## src/rtl/vpu_imul_issue_ctrl.sv

```systemverilog
// Issue sequencer for the VPU integer multiply ALU: one operation in flight, start pulse, result hold.
// Optional watchdog enabled by defining VPU_IMUL_CTRL_TIMEOUT_EN.
module vpu_imul_issue_ctrl #(
  parameter int OPCODE_WIDTH    = 32,
  parameter int DELAY_WIDTH     = 4,
  parameter int SRAM_R_PORT_CNT = 3
) (
  input  logic                       clk,
  input  logic                       rst,
  input  logic                       req_valid_i,
  output logic                       req_ready_o,
  input  logic [DELAY_WIDTH-1:0]     req_delay_i,
  input  logic [SRAM_R_PORT_CNT-1:0] req_op_valid_i,
  input  logic [OPCODE_WIDTH-1:0]    req_op0_i,
  input  logic [OPCODE_WIDTH-1:0]    req_op1_i,
  input  logic [OPCODE_WIDTH-1:0]    req_op2_i,
  output logic                       alu_start_o,
  output logic [DELAY_WIDTH-1:0]     alu_delay_o,
  output logic [OPCODE_WIDTH-1:0]    alu_op0_o,
  output logic [OPCODE_WIDTH-1:0]    alu_op1_o,
  output logic [OPCODE_WIDTH-1:0]    alu_op2_o,
  output logic [SRAM_R_PORT_CNT-1:0] alu_op_valid_o,
  input  logic                       alu_done_i,
  input  logic [OPCODE_WIDTH-1:0]    alu_result_i,
  output logic                       dst_valid_o,
  input  logic                       dst_ready_i,
  output logic [OPCODE_WIDTH-1:0]    dst_data_o,
  output logic                       busy_o,
  output logic                       err_o
);

  typedef enum logic [1:0] {IDLE, START, RUN, HOLD} state_t;

  state_t state;
  logic   accept;

  // Ready in HOLD depends on the destination taking the current result this cycle.
  assign req_ready_o = (state == IDLE) || ((state == HOLD) && dst_ready_i);
  assign accept      = req_valid_i && req_ready_o;

`ifdef VPU_IMUL_CTRL_TIMEOUT_EN
  localparam int WD_W = DELAY_WIDTH + 2;
  // Cycles since start, last legal value before the watchdog fires.
  localparam logic [WD_W-1:0] WD_LIMIT = WD_W'((2 ** DELAY_WIDTH) + 1);
  logic [WD_W-1:0] wd_cnt;
`else
  assign err_o = 1'b0;
`endif

  always_ff @(posedge clk or posedge rst) begin
    if (rst) begin
      state          <= IDLE;
      alu_start_o    <= 1'b0;
      alu_delay_o    <= '0;
      alu_op0_o      <= '0;
      alu_op1_o      <= '0;
      alu_op2_o      <= '0;
      alu_op_valid_o <= '0;
      dst_valid_o    <= 1'b0;
      dst_data_o     <= '0;
      busy_o         <= 1'b0;
`ifdef VPU_IMUL_CTRL_TIMEOUT_EN
      wd_cnt         <= '0;
      err_o          <= 1'b0;
`endif
    end else begin
      alu_start_o <= 1'b0;
      case (state)
        IDLE: begin
          if (accept) begin
            state       <= START;
            alu_start_o <= 1'b1;
            busy_o      <= 1'b1;
          end
        end
        START: begin
          state <= RUN;
`ifdef VPU_IMUL_CTRL_TIMEOUT_EN
          wd_cnt <= WD_W'(1);
`endif
        end
        RUN: begin
          if (alu_done_i) begin
            dst_data_o  <= alu_result_i;
            dst_valid_o <= 1'b1;
            state       <= HOLD;
          end
`ifdef VPU_IMUL_CTRL_TIMEOUT_EN
          else if (wd_cnt == WD_LIMIT) begin
            err_o  <= 1'b1;
            busy_o <= 1'b0;
            state  <= IDLE;
          end else begin
            wd_cnt <= wd_cnt + WD_W'(1);
          end
`endif
        end
        HOLD: begin
          if (dst_ready_i) begin
            dst_valid_o <= 1'b0;
            if (accept) begin
              state       <= START;
              alu_start_o <= 1'b1;
            end else begin
              state  <= IDLE;
              busy_o <= 1'b0;
            end
          end
        end
        default: state <= IDLE;
      endcase

      // A zero delay would never let the ALU counter run, so it is forced to one.
      if (accept) begin
        alu_delay_o    <= (req_delay_i == '0) ? DELAY_WIDTH'(1) : req_delay_i;
        alu_op_valid_o <= req_op_valid_i;
        alu_op0_o      <= req_op0_i;
        alu_op1_o      <= req_op1_i;
        alu_op2_o      <= req_op2_i;
      end
    end
  end

endmodule
```

## config.mk

```make
export PLATFORM = sky130hd
export DESIGN_NAME = vpu_imul_issue_ctrl
export DESIGN_NICKNAME = d
export VERILOG_FILES = /design/src/rtl/vpu_imul_issue_ctrl.sv
export SDC_FILE = /design/constraint.sdc
export NUM_CORES = 1
export LEC_CHECK = 0
export BUFFER_PORTS_ARGS = -buffer_cell sky130_fd_sc_hd__buf_2
export CORE_ASPECT_RATIO = 2
export CORE_MARGIN = 2
export CORE_UTILIZATION = 46
export CTS_CLUSTER_SIZE = 14
export DETAILED_ROUTE_END_ITERATION = 10
export PLACE_DENSITY = 0.77
export SYNTH_ARGS = -nofsm -noshare
export SYNTH_HDL_FRONTEND = slang
export SYNTH_SLANG_ARGS = --single-unit
```

## constraint.sdc

```tcl
create_clock -name clk -period 4.35 [get_ports clk]
set_input_delay 0.2175 -clock clk [delete_from_list [all_inputs] [get_ports clk]]
set_output_delay 0.2175 -clock clk [all_outputs]
set_load 0.005 [all_outputs]
```

==> results.yml, run 1 <==
cts:
  postCtsSetupRepairBufs: 0
  root_buffer: "clkbuf_16"
  cts_buffers: 17
  cts_num_sinks: 140
  clock_path_buffers: 2
  htreeDepth: 4
  hold_buffers: 0
  clk_pin_slew_ns: 0.06
  tritoncts: "yes"
  clock_latency_ns: 0.41
  cts_resized: 0
logic_synthesis:
  netlist_area_mm2: 0.00563
  syn_inst: 323
  synth.largest_area_cell: "dfrtp_1"
  ys_warn_count: 0
  syn_area_per_cell_um2: 17.4
  yosysSeqAreaShare_pct: 62.2
  synthDominantCellAreaShare_pct: 62.2
  synth_nets: 467
  synth-seq-cells: 140
  synth.distinct_cells: 24
  ys_top_cells_by_area: "dfrtp_1 62%, mux2_4 18%, mux2_2 13%"
drt:
  wl_per_cell_um: 17.2
  dr.pass1.iters: 7
  ant_nets: 0
  detail_route.vias_per_cell: 4.90
  wl_um: 13200
  route.detailed.drc: 0
  vias: 3759
  drt_iter0_drc: 146
layout:
  layout_common_cells: "278 x buf_2, 140 x dfrtp_1, 69 x mux2_4"
  fin_nets: 751
  finalInstanceArea_mm2: 0.00767
  drive_above_1_share_pct: 72.4
  area_growth_pct: 36.3
  final_core_util_pct: 63.7
  mostFrequentLayoutCell: "buf_2"
  antenna_cells: 0
  fin_cells: 767
sta:
  worst_slew_pin_slew_ns: 1.00
  hold_viol_final: 38
  fin_crit_sh_pct: 53.3
  setup_viol: 0
  period_needed_ns: 2.32
  fin_skew_ns: 0.00768
  max_freq_mhz: 431
  holdWs_ns: -0.0291
  maxSlewHeadroom_pct: 33.2
  rsz0062_at_grt: "no"
  slew_violations: 0
  fin_setup_tns_ns: 0
  layout_setup_ws_ns: 2.03
critical_path:
  worstPathMaxFanout: 103
  cp.required_ns: 4.63
  cp.depth: 5
  critPathMaxStageDelay_ns: 0.63
  worstSetupPathType: "flip-flop to flip-flop"
  rr_worst_depth: 5
  critPathSlowestCell: "nand2_8"
  crit_chain: "inv_1 -> ha_1 -> a21o_4 -> nand2_8 -> mux2_2"
  crit_path_start_kind: "flip-flop"
  crit_path_end_kind: "flip-flop"
  rrSetupSlack_ns: 2.03
  path_buf_inv: 1
  cp_top_family: "simple AND/OR/NAND/NOR gates"
  r2r-end: "alu_op0_o[29]$_DFFE_PP0N_"
  arrival_ns: 2.60
  r2r_start: "state[0]$_DFFE_PP0P_"
floorplan:
  core_area_mm2: 0.0121
  die_y_um: 160
  die_width_um: 82.2
  start_util_pct: 46.7
  fp-row-count: 57
  fp.dieArea_mm2: 0.0132
  io_pins: 280
placed_design:
  port_buffers: 278
  dpl.cell_count: 735
  place_ws_ns: 2.09
  place_area_mm2: 0.00711
  gp_congestion: 0.817
  place_hpwl_um: 9830
power_and_ir_drop:
  p_clk_share_pct: 22.6
  leakage_nw: 4.04
  p_comb_share_pct: 38.5
  pwr-share-seq_pct: 38.8
  power.share.switching_pct: 29.6
  power_switching_mw: 1.78
  p_int_mw: 4.22
  p_per_area_mw_per_mm2: 782
  peakVddDrop_uv: 422
  power_mw: 6.00
status:
  status: "finished with violations"
  violations: "hold timing"
global_route:
  overflow: 0
  grt_pass1_wl_um: 20100
  grtUsageTotal_pct: 20.2
  grt_pass1_vias: 4081
  antenna_found_initial: 0
  grt_max_degree: 104
hold_path:
  hold_class: "input pin to asynchronous set/reset pin"
run:
  cap_violations: 0
[registers in the layout, indices dropped and copies added, names as in the netlist, 2 cells and up]
| signal | flops |
|---|---|
| alu_op0_o | 32 |
| alu_op1_o | 32 |
| alu_op2_o | 32 |
| dst_data_o | 32 |
| alu_delay_o | 4 |
| alu_op_valid_o | 3 |
| state | 2 |
[logic make-up after synthesis]
logic type | Yosys count | synth area share, %
AOI/OAI and AO/OA | 10 | 1.47
buffers and inverters | 20 | 2.60
other | 1 | 0.0666
adders and majority gates | 4 | 0.889
and+or+nand+nor | 13 | 1.16
muxes | 135 | 31.6
DFF | 140 | 62.2
[power by group through the flow]
stage	combinational (mW)	clock, mW	sequential [mW]
final	2.31	1.36	2.33
after global routing	2.49	1.45	2.41
after CTS	2.35	1.39	2.34
after detailed placement	2.35	0	2.34
after global placement	2.26	0	2.31
after floorplan	1.33	0	2.38
[how the worst max path moves through the flow]
stage / startpoint / end
CTS: state[0]$_DFFE_PP0P_ / alu_op0_o[29]$_DFFE_PP0N_
floorplan: rst / alu_delay_o[0]$_DFFE_PP0N_
global placement: state[0]$_DFFE_PP0P_ / alu_op0_o[30]$_DFFE_PP0N_
global route: state[0]$_DFFE_PP0P_ / alu_op0_o[29]$_DFFE_PP0N_
detailed placement: state[0]$_DFFE_PP0P_ / alu_op0_o[21]$_DFFE_PP0N_
finish: state[0]$_DFFE_PP0P_ / alu_op0_o[29]$_DFFE_PP0N_
[synthesized netlist by cell type, drive strengths merged]
cell type and instances:
a21oi 2, a32oi 1, nor3 1, o2bb2ai 1
nand2 3, a41oi 2, dfrtp 140, o211ai 1
conb 1, mux2 135, ha 4, nor2 4
a21o 1, or2 1, inv 5, buf 15
and3 1, nand2b 3, a31oi 1, o22a 1
[final cells by class]
cell class / count / area [µm²]
tap: 147 / 184
multi-input combinational: 163 / 1990
sequential: 140 / 3500
fill: 916 / 4380
clock buffer: 20 / 447
inverter: 5 / 23.8
timing repair buffer: 280 / 1410
clock inverter: 12 / 115
[layer usage]
layer / up-vias / wire length (µm) / track usage [%] / share of wire, %
met3: 47 / 971 / 5.51 / 7.4
met4: 0 / 650 / 13.0 / 4.9
met5: - / 0 / 0 / 0
li1: 1700 / - / - / -
met2: 196 / 6990 / 34.7 / 53
met1: 1816 / 4560 / 20.6 / 35
Note: power is estimated with default switching activity, not from simulation.
==> run 2: changes to the inputs <==
--- a/config.mk
+++ b/config.mk
@@ -5,6 +5,7 @@
 export SDC_FILE = /design/constraint.sdc
 export NUM_CORES = 1
 export LEC_CHECK = 0
+export ABC_AREA = 1
 export BUFFER_PORTS_ARGS = -buffer_cell sky130_fd_sc_hd__buf_2
 export CORE_ASPECT_RATIO = 2
 export CORE_MARGIN = 2
==> constraint.sdc (replaced) <==
create_clock -name clk -period 2.4 [get_ports clk]
set_input_delay 0.12 -clock clk [delete_from_list [all_inputs] [get_ports clk]]
set_output_delay 0.12 -clock clk [all_outputs]
set_load 0.005 [all_outputs]
==> results.yml, run 2 <==
layout:
  fillers: 796
  seq_area_mm2: 0.00350
  area_growth_pct: 60.7
  layout_common_cells: "315 x nand2_1, 277 x buf_2, 140 x dfrtp_1"
  multi_input_area_mm2: 0.00183
  mostFrequentLayoutCell: "nand2_1"
  drive_above_1_share_pct: 30.8
  finalInstanceArea_mm2: 0.00902
  fin_nets: 1173
critical_path:
  critPathMaxStageDelay_ns: 0.40
  cp-startpoint: "state[1]$_DFFE_PP0P_"
  cp_top_family: "buffers and inverters"
  path_buf_inv: 4
  crit_path_end_kind: "output pin"
  worstSetupPathType: "flip-flop to output pin"
  critPathSlowestCell: "dfrtp_1"
  r2r_start: "state[0]$_DFFE_PP0P_"
  crit_path_start_kind: "flip-flop"
  cp.required_ns: 2.28
  crit_chain: "inv_1 -> ha_1 -> inv_1 -> nand2_4 -> buf_12 -> buf_2"
  cp_common_cell: "inv_1"
  worstPathMaxFanout: 103
  arrival_ns: 1.86
logic_synthesis:
  synth-edff-count: 0
  synth-seq-cells: 140
  syn_inst: 629
  ys_warn_count: 0
  yosysSeqAreaShare_pct: 62.4
  synth_common_cells: "315 x nand2_1, 140 x dfrtp_1, 102 x nand3_1, 23 x buf_2, 11 x inv_1"
  synth.most_common_cell: "nand2_1"
  synth_nets: 773
  synthDominantCellAreaShare_pct: 62.4
  synth.largest_area_cell: "dfrtp_1"
  syn_area_per_cell_um2: 8.92
  async_reset_ff_share_pct: 100
  ys.flop_type: "dfrtp_1"
  synth.distinct_cells: 14
  netlist_area_mm2: 0.00561
  ys_top_cells_by_area: "dfrtp_1 62%, nand2_1 21%, nand3_1 9.1%"
global_route:
  grt_pass1_wl_um: 30800
  grtUsageTotal_pct: 30.6
  grt_pass1_vias: 6393
  antenna_found_initial: 1
  overflow: 0
  grt_max_degree: 141
cts:
  clock_path_buffers: 2
  cts_num_sinks: 140
  clk_pin_slew_ns: 0.06
  tritoncts: "yes"
  postCtsSetupRepairBufs: 0
  clock_latency_ns: 0.41
  root_buffer: "clkbuf_16"
  hold_buffers: 135
  cts_buffers: 17
  htreeDepth: 4
  cts_resized: 0
drt:
  wl_um: 19300
  vias: 5988
  ant_nets: 0
  dr.pass1.iters: 5
  wl_met1_um: 6740
  drt_iter0_drc: 386
  wl_per_cell_um: 16.3
  dr.max_layer_used: "met4"
  wl_met2_um: 10100
  dr_wl_met3_um: 1460
  route.detailed.drc: 0
  detail_route.vias_per_cell: 5.04
placed_design:
  place_area_mm2: 0.00706
  gp_congestion: 0.840
  port_buffers: 278
  place_hpwl_um: 10600
sta:
  period_needed_ns: 1.98
  holdWs_ns: 0.0521
  fin_crit_sh_pct: 82.6
  hold_viol_final: 0
  rsz0062_at_grt: "no"
  max_freq_mhz: 505
  fin_setup_tns_ns: 0
  worst_slew_pin_slew_ns: 0.839
  fin_skew_ns: 0.00741
  setup_viol: 0
  slew_violations: 0
  maxSlewHeadroom_pct: 44.1
floorplan:
  core_area_mm2: 0.0121
  io_pins: 280
  die_y_um: 160
  die_width_um: 82.1
  fp-row-count: 57
  fp.dieArea_mm2: 0.0132
  start_util_pct: 46.6
power_and_ir_drop:
  leakage_nw: 5.11
  peakVddDrop_uv: 744
  p_per_area_mw_per_mm2: 1200
hold_path:
  hold_class: "input pin to flip-flop"
  hp-start: "req_delay_i[2]"
status:
  status: "completed"
run:
  cap_violations: 0
==> run 2: cell types whose count changed after synthesis, sizes merged, moves of 5 or more <==
cell    before  now
clkbuf       0    5
inv          5   11
nand3        0  102
o21ai        0    5
mux2       135    0
buf         15   36
nand2        3  317
==> run 2: tightest hold or removal path, delay by kind of cell <==
| family | cells | cell delay [ns] |
|---|---|---|
| AOI/OAI and AO/OA | 1 | 0.16 |
| buffers and inverters | 2 | 0.14 |
==> run 2: power breakdown <==
part	total, mW	internal (mW)	leakage (nW)	switching (mW)
sequential	4.11	3.48	1.74	0.623
clock	2.67	1.66	0.289	1.01
combinational	4.04	1.69	3.07	2.35
total	10.8	6.84	5.11	3.98
==> run 2: layout make-up <==
cell class	instances	area share (%)
well taps	147	2.04
multi-input cells	437	20.3
repair buffers	422	31.6
inverters	11	0.500
diodes	1	0.0278
clock inverters	13	1.85
clock buffers	18	4.87
flip-flops and latches	140	38.9
==> run 2: path summary, 6_finish.rpt <==
| path | slack [ns] | depth (start not counted) | to |
|---|---|---|---|
| min reg2reg | 0.46 | 2 | alu_op2_o[5]$_DFFE_PP0N_ |
| max | 0.42 | 6 | req_ready_o |
| max reg2reg | 0.63 | 7 | alu_op1_o[14]$_DFFE_PP0N_ |
| max in group asynchronous | 1.29 | 4 | alu_op2_o[24]$_DFFE_PP0N_ |
| min | 0.05 | 3 | alu_delay_o[2]$_DFFE_PP0N_ |
| min in group asynchronous | 0.41 | 4 | dst_data_o[12]$_DFFE_PP0P_ |
==> run 2: per-stage QoR <==
step,instances,util [%],setup WS [ns],power (mW)
CTS,1188,74.8,0.398,10.7
global route,1188,74.8,0.266,11.6
finish,1189,74.8,0.418,10.8
floorplan,629,-,0.531,6.15
global placement,1022,58.6,0.715,7.72
detailed placement,1022,58.6,0.668,7.83
==> run 2: kinds of logic after synthesis <==
kind of cell               count (synthesis)  share of synthesized area (%)
DFF                                      140                           62.4
AOI/OAI and AO/OA                          7                          0.624
adders and majority gates                  4                          0.892
and+or+nand+nor                          425                           30.8
buffers and inverters                     52                           5.20
other                                      1                         0.0668
==> run 2: per-layer routing <==
layer,track usage (%),up-vias
met5,0,-
met1,32.5,2809
met3,9.10,86
met4,17.9,0
met2,51.8,322
li1,-,2771
==> run 3: changes to the inputs <==
--- a/config.mk
+++ b/config.mk
@@ -5,14 +5,14 @@
 export SDC_FILE = /design/constraint.sdc
 export NUM_CORES = 1
 export LEC_CHECK = 0
-export ABC_AREA = 1
+export ABC_AREA = 0
 export BUFFER_PORTS_ARGS = -buffer_cell sky130_fd_sc_hd__buf_2
 export CORE_ASPECT_RATIO = 2
 export CORE_MARGIN = 2
-export CORE_UTILIZATION = 46
+export CORE_UTILIZATION = 41
 export CTS_CLUSTER_SIZE = 14
 export DETAILED_ROUTE_END_ITERATION = 10
-export PLACE_DENSITY = 0.77
+export PLACE_DENSITY = 0.73
 export SYNTH_ARGS = -nofsm -noshare
 export SYNTH_HDL_FRONTEND = slang
 export SYNTH_SLANG_ARGS = --single-unit
==> constraint.sdc (replaced) <==
create_clock -name clk -period 1.7 [get_ports clk]
set_input_delay 0.085 -clock clk [delete_from_list [all_inputs] [get_ports clk]]
set_output_delay 0.085 -clock clk [all_outputs]
set_load 0.005 [all_outputs]
==> results.yml, run 3 (synthesis results as in run 1) <==
status:
  status: "completed"
floorplan:
  fp-row-count: 60
  core_area_mm2: 0.0134
  start_util_pct: 41.9
  io_pins: 280
  die_y_um: 170
  fp.dieArea_mm2: 0.0147
  die_width_um: 86.9
hold_path:
  min_to: "alu_delay_o[0]$_DFFE_PP0N_"
  hold_class: "input pin to flip-flop"
  hold_depth: 2
  hp-start: "req_valid_i"
cts:
  clk_pin_slew_ns: 0.06
  htreeDepth: 4
  cts_buffers: 17
  cts_num_sinks: 140
  clock_latency_ns: 0.41
  clock_path_buffers: 2
  root_buffer: "clkbuf_16"
  tritoncts: "yes"
layout:
  fin_nets: 914
  mostFrequentLayoutCell: "buf_2"
  layout_common_cells: "277 x buf_2, 140 x dfrtp_1, 138 x dlygate4sd3_1"
  final_core_util_pct: 71.7
  area_growth_pct: 71.2
  finalInstanceArea_mm2: 0.00964
  drive_above_1_share_pct: 61.4
critical_path:
  critPathSlowestCell: "dfrtp_1"
  crit_path_end_kind: "flip-flop"
  r2r-end: "alu_op0_o[29]$_DFFE_PP0N_"
  worstSetupPathType: "flip-flop to flip-flop"
  cp.required_ns: 1.99
  critPathMaxStageDelay_ns: 0.39
  crit_chain: "inv_1 -> ha_4 -> a21o_4 -> nand2_8 -> buf_6 -> mux2_2"
  rr_worst_depth: 6
  worstPathMaxFanout: 7
  path_buf_inv: 2
  r2r_start: "state[1]$_DFFE_PP0P_"
  crit_path_start_kind: "flip-flop"
  cp_top_family: "flip-flops"
  rrSetupSlack_ns: 0.02
  arrival_ns: 1.97
drt:
  wl_per_cell_um: 18.9
  vias: 4549
  wl_um: 17700
  detail_route.vias_per_cell: 4.85
  dr.pass1.iters: 4
  ant_nets: 0
  route.detailed.drc: 0
  drt_iter0_drc: 123
sta:
  max_freq_mhz: 594
  setup_viol: 0
  worst_slew_pin_slew_ns: 0.629
  fin_crit_sh_pct: 99.1
  fin_skew_ns: 0.00997
  holdWs_ns: 0.129
  period_needed_ns: 1.68
  layout_setup_ws_ns: 0.0154
  slew_violations: 0
  rsz0062_at_grt: "yes"
  hold_viol_final: 0
  maxSlewHeadroom_pct: 58.1
run:
  cap_violations: 0
global_route:
  grt_pass1_vias: 4977
  overflow: 0
  grt_max_degree: 92
  grtUsageTotal_pct: 22.7
  antenna_found_initial: 1
  grt_pass1_wl_um: 25500
placed_design:
  gp_congestion: 0.809
  place_area_mm2: 0.00729
  place_ws_ns: -0.0333
  place_hpwl_um: 10300
  port_buffers: 278
power_and_ir_drop:
  power_mw: 17.2
  peakVddDrop_uv: 1000
  leakage_nw: 4.94
  p_per_area_mw_per_mm2: 1780
[run 3: changes by cell type in the layout (fill, tap and decap cells not counted), moves of 3 or more]
cell / delta
buf_6: +5
buf_8: +3
clkbuf_16: +6
dlygate4sd3_1: +3
ha_1: -3
inv_1: -7
mux2_2: +51
mux2_4: +84
nand2_1: -314
nand2_8: +3
nand2b_1: +3
nand3_1: -102
o21ai_0: -5
[run 3: what timing repair did]
| action | in CTS | in global routing |
|---|---|---|
| gates cloned | 0 | 10 |
| setup buffers | 0 | 2 |
| hold buffers | 138 | 0 |
| setup endpoints to repair | 34 | 118 |
| pin swaps | 1 | 2 |
| endpoints found under the hold margin | 276 | 0 |
| resized for setup | 3 | 30 |
[run 3: stage by stage]
stage	cells	TNS (ns)
global placement	756	0
floorplan	323	-18.77
global route	938	-0.427
detailed placement	756	-0.809
CTS	925	0
finish	938	0
[run 3: how the worst max path moves through the flow]
stage,start,depth (start not counted),to
after detailed placement,state[0]$_DFFE_PP0P_,6,alu_op1_o[7]$_DFFE_PP0N_
after floorplan,rst,1,alu_delay_o[0]$_DFFE_PP0N_
final,state[1]$_DFFE_PP0P_,6,alu_op0_o[29]$_DFFE_PP0N_
after global placement,state[0]$_DFFE_PP0P_,6,alu_op1_o[5]$_DFFE_PP0N_
after global routing,state[0]$_DFFE_PP0P_,6,alu_op0_o[19]$_DFFE_PP0N_
after CTS,state[0]$_DFFE_PP0P_,5,alu_op1_o[8]$_DFFE_PP0N_
[run 3: power by group]
| group | leakage (nW) | internal [mW] | switching (mW) |
|---|---|---|---|
| Clock | 0.285 | 2.39 | 1.45 |
| Combinational | 3.01 | 4.56 | 2.71 |
| Sequential | 1.65 | 5.06 | 1.01 |
| Total | 4.94 | 12.0 | 5.16 |
[run 3: final cells by class]
class | instances | area [µm²]
multi-input cells | 165 | 2120
diodes | 1 | 2.50
inverters | 5 | 22.5
clock buffers | 19 | 453
well taps | 155 | 194
clock inverters | 12 | 163
repair buffers | 441 | 3190
flip-flops and latches | 140 | 3500
fillers | 836 | 3800
[run 3: layer usage]
metal  share of wire [%]  wire, µm  GRT usage (%)  up-vias
met1                  35      6240           23.5     2282
met4                 3.6       645           11.5        0
met5                   0         0              0        -
li1                    -         -              -     2029
met3                 5.0       889           5.69       41
met2                  56      9970           40.9      197
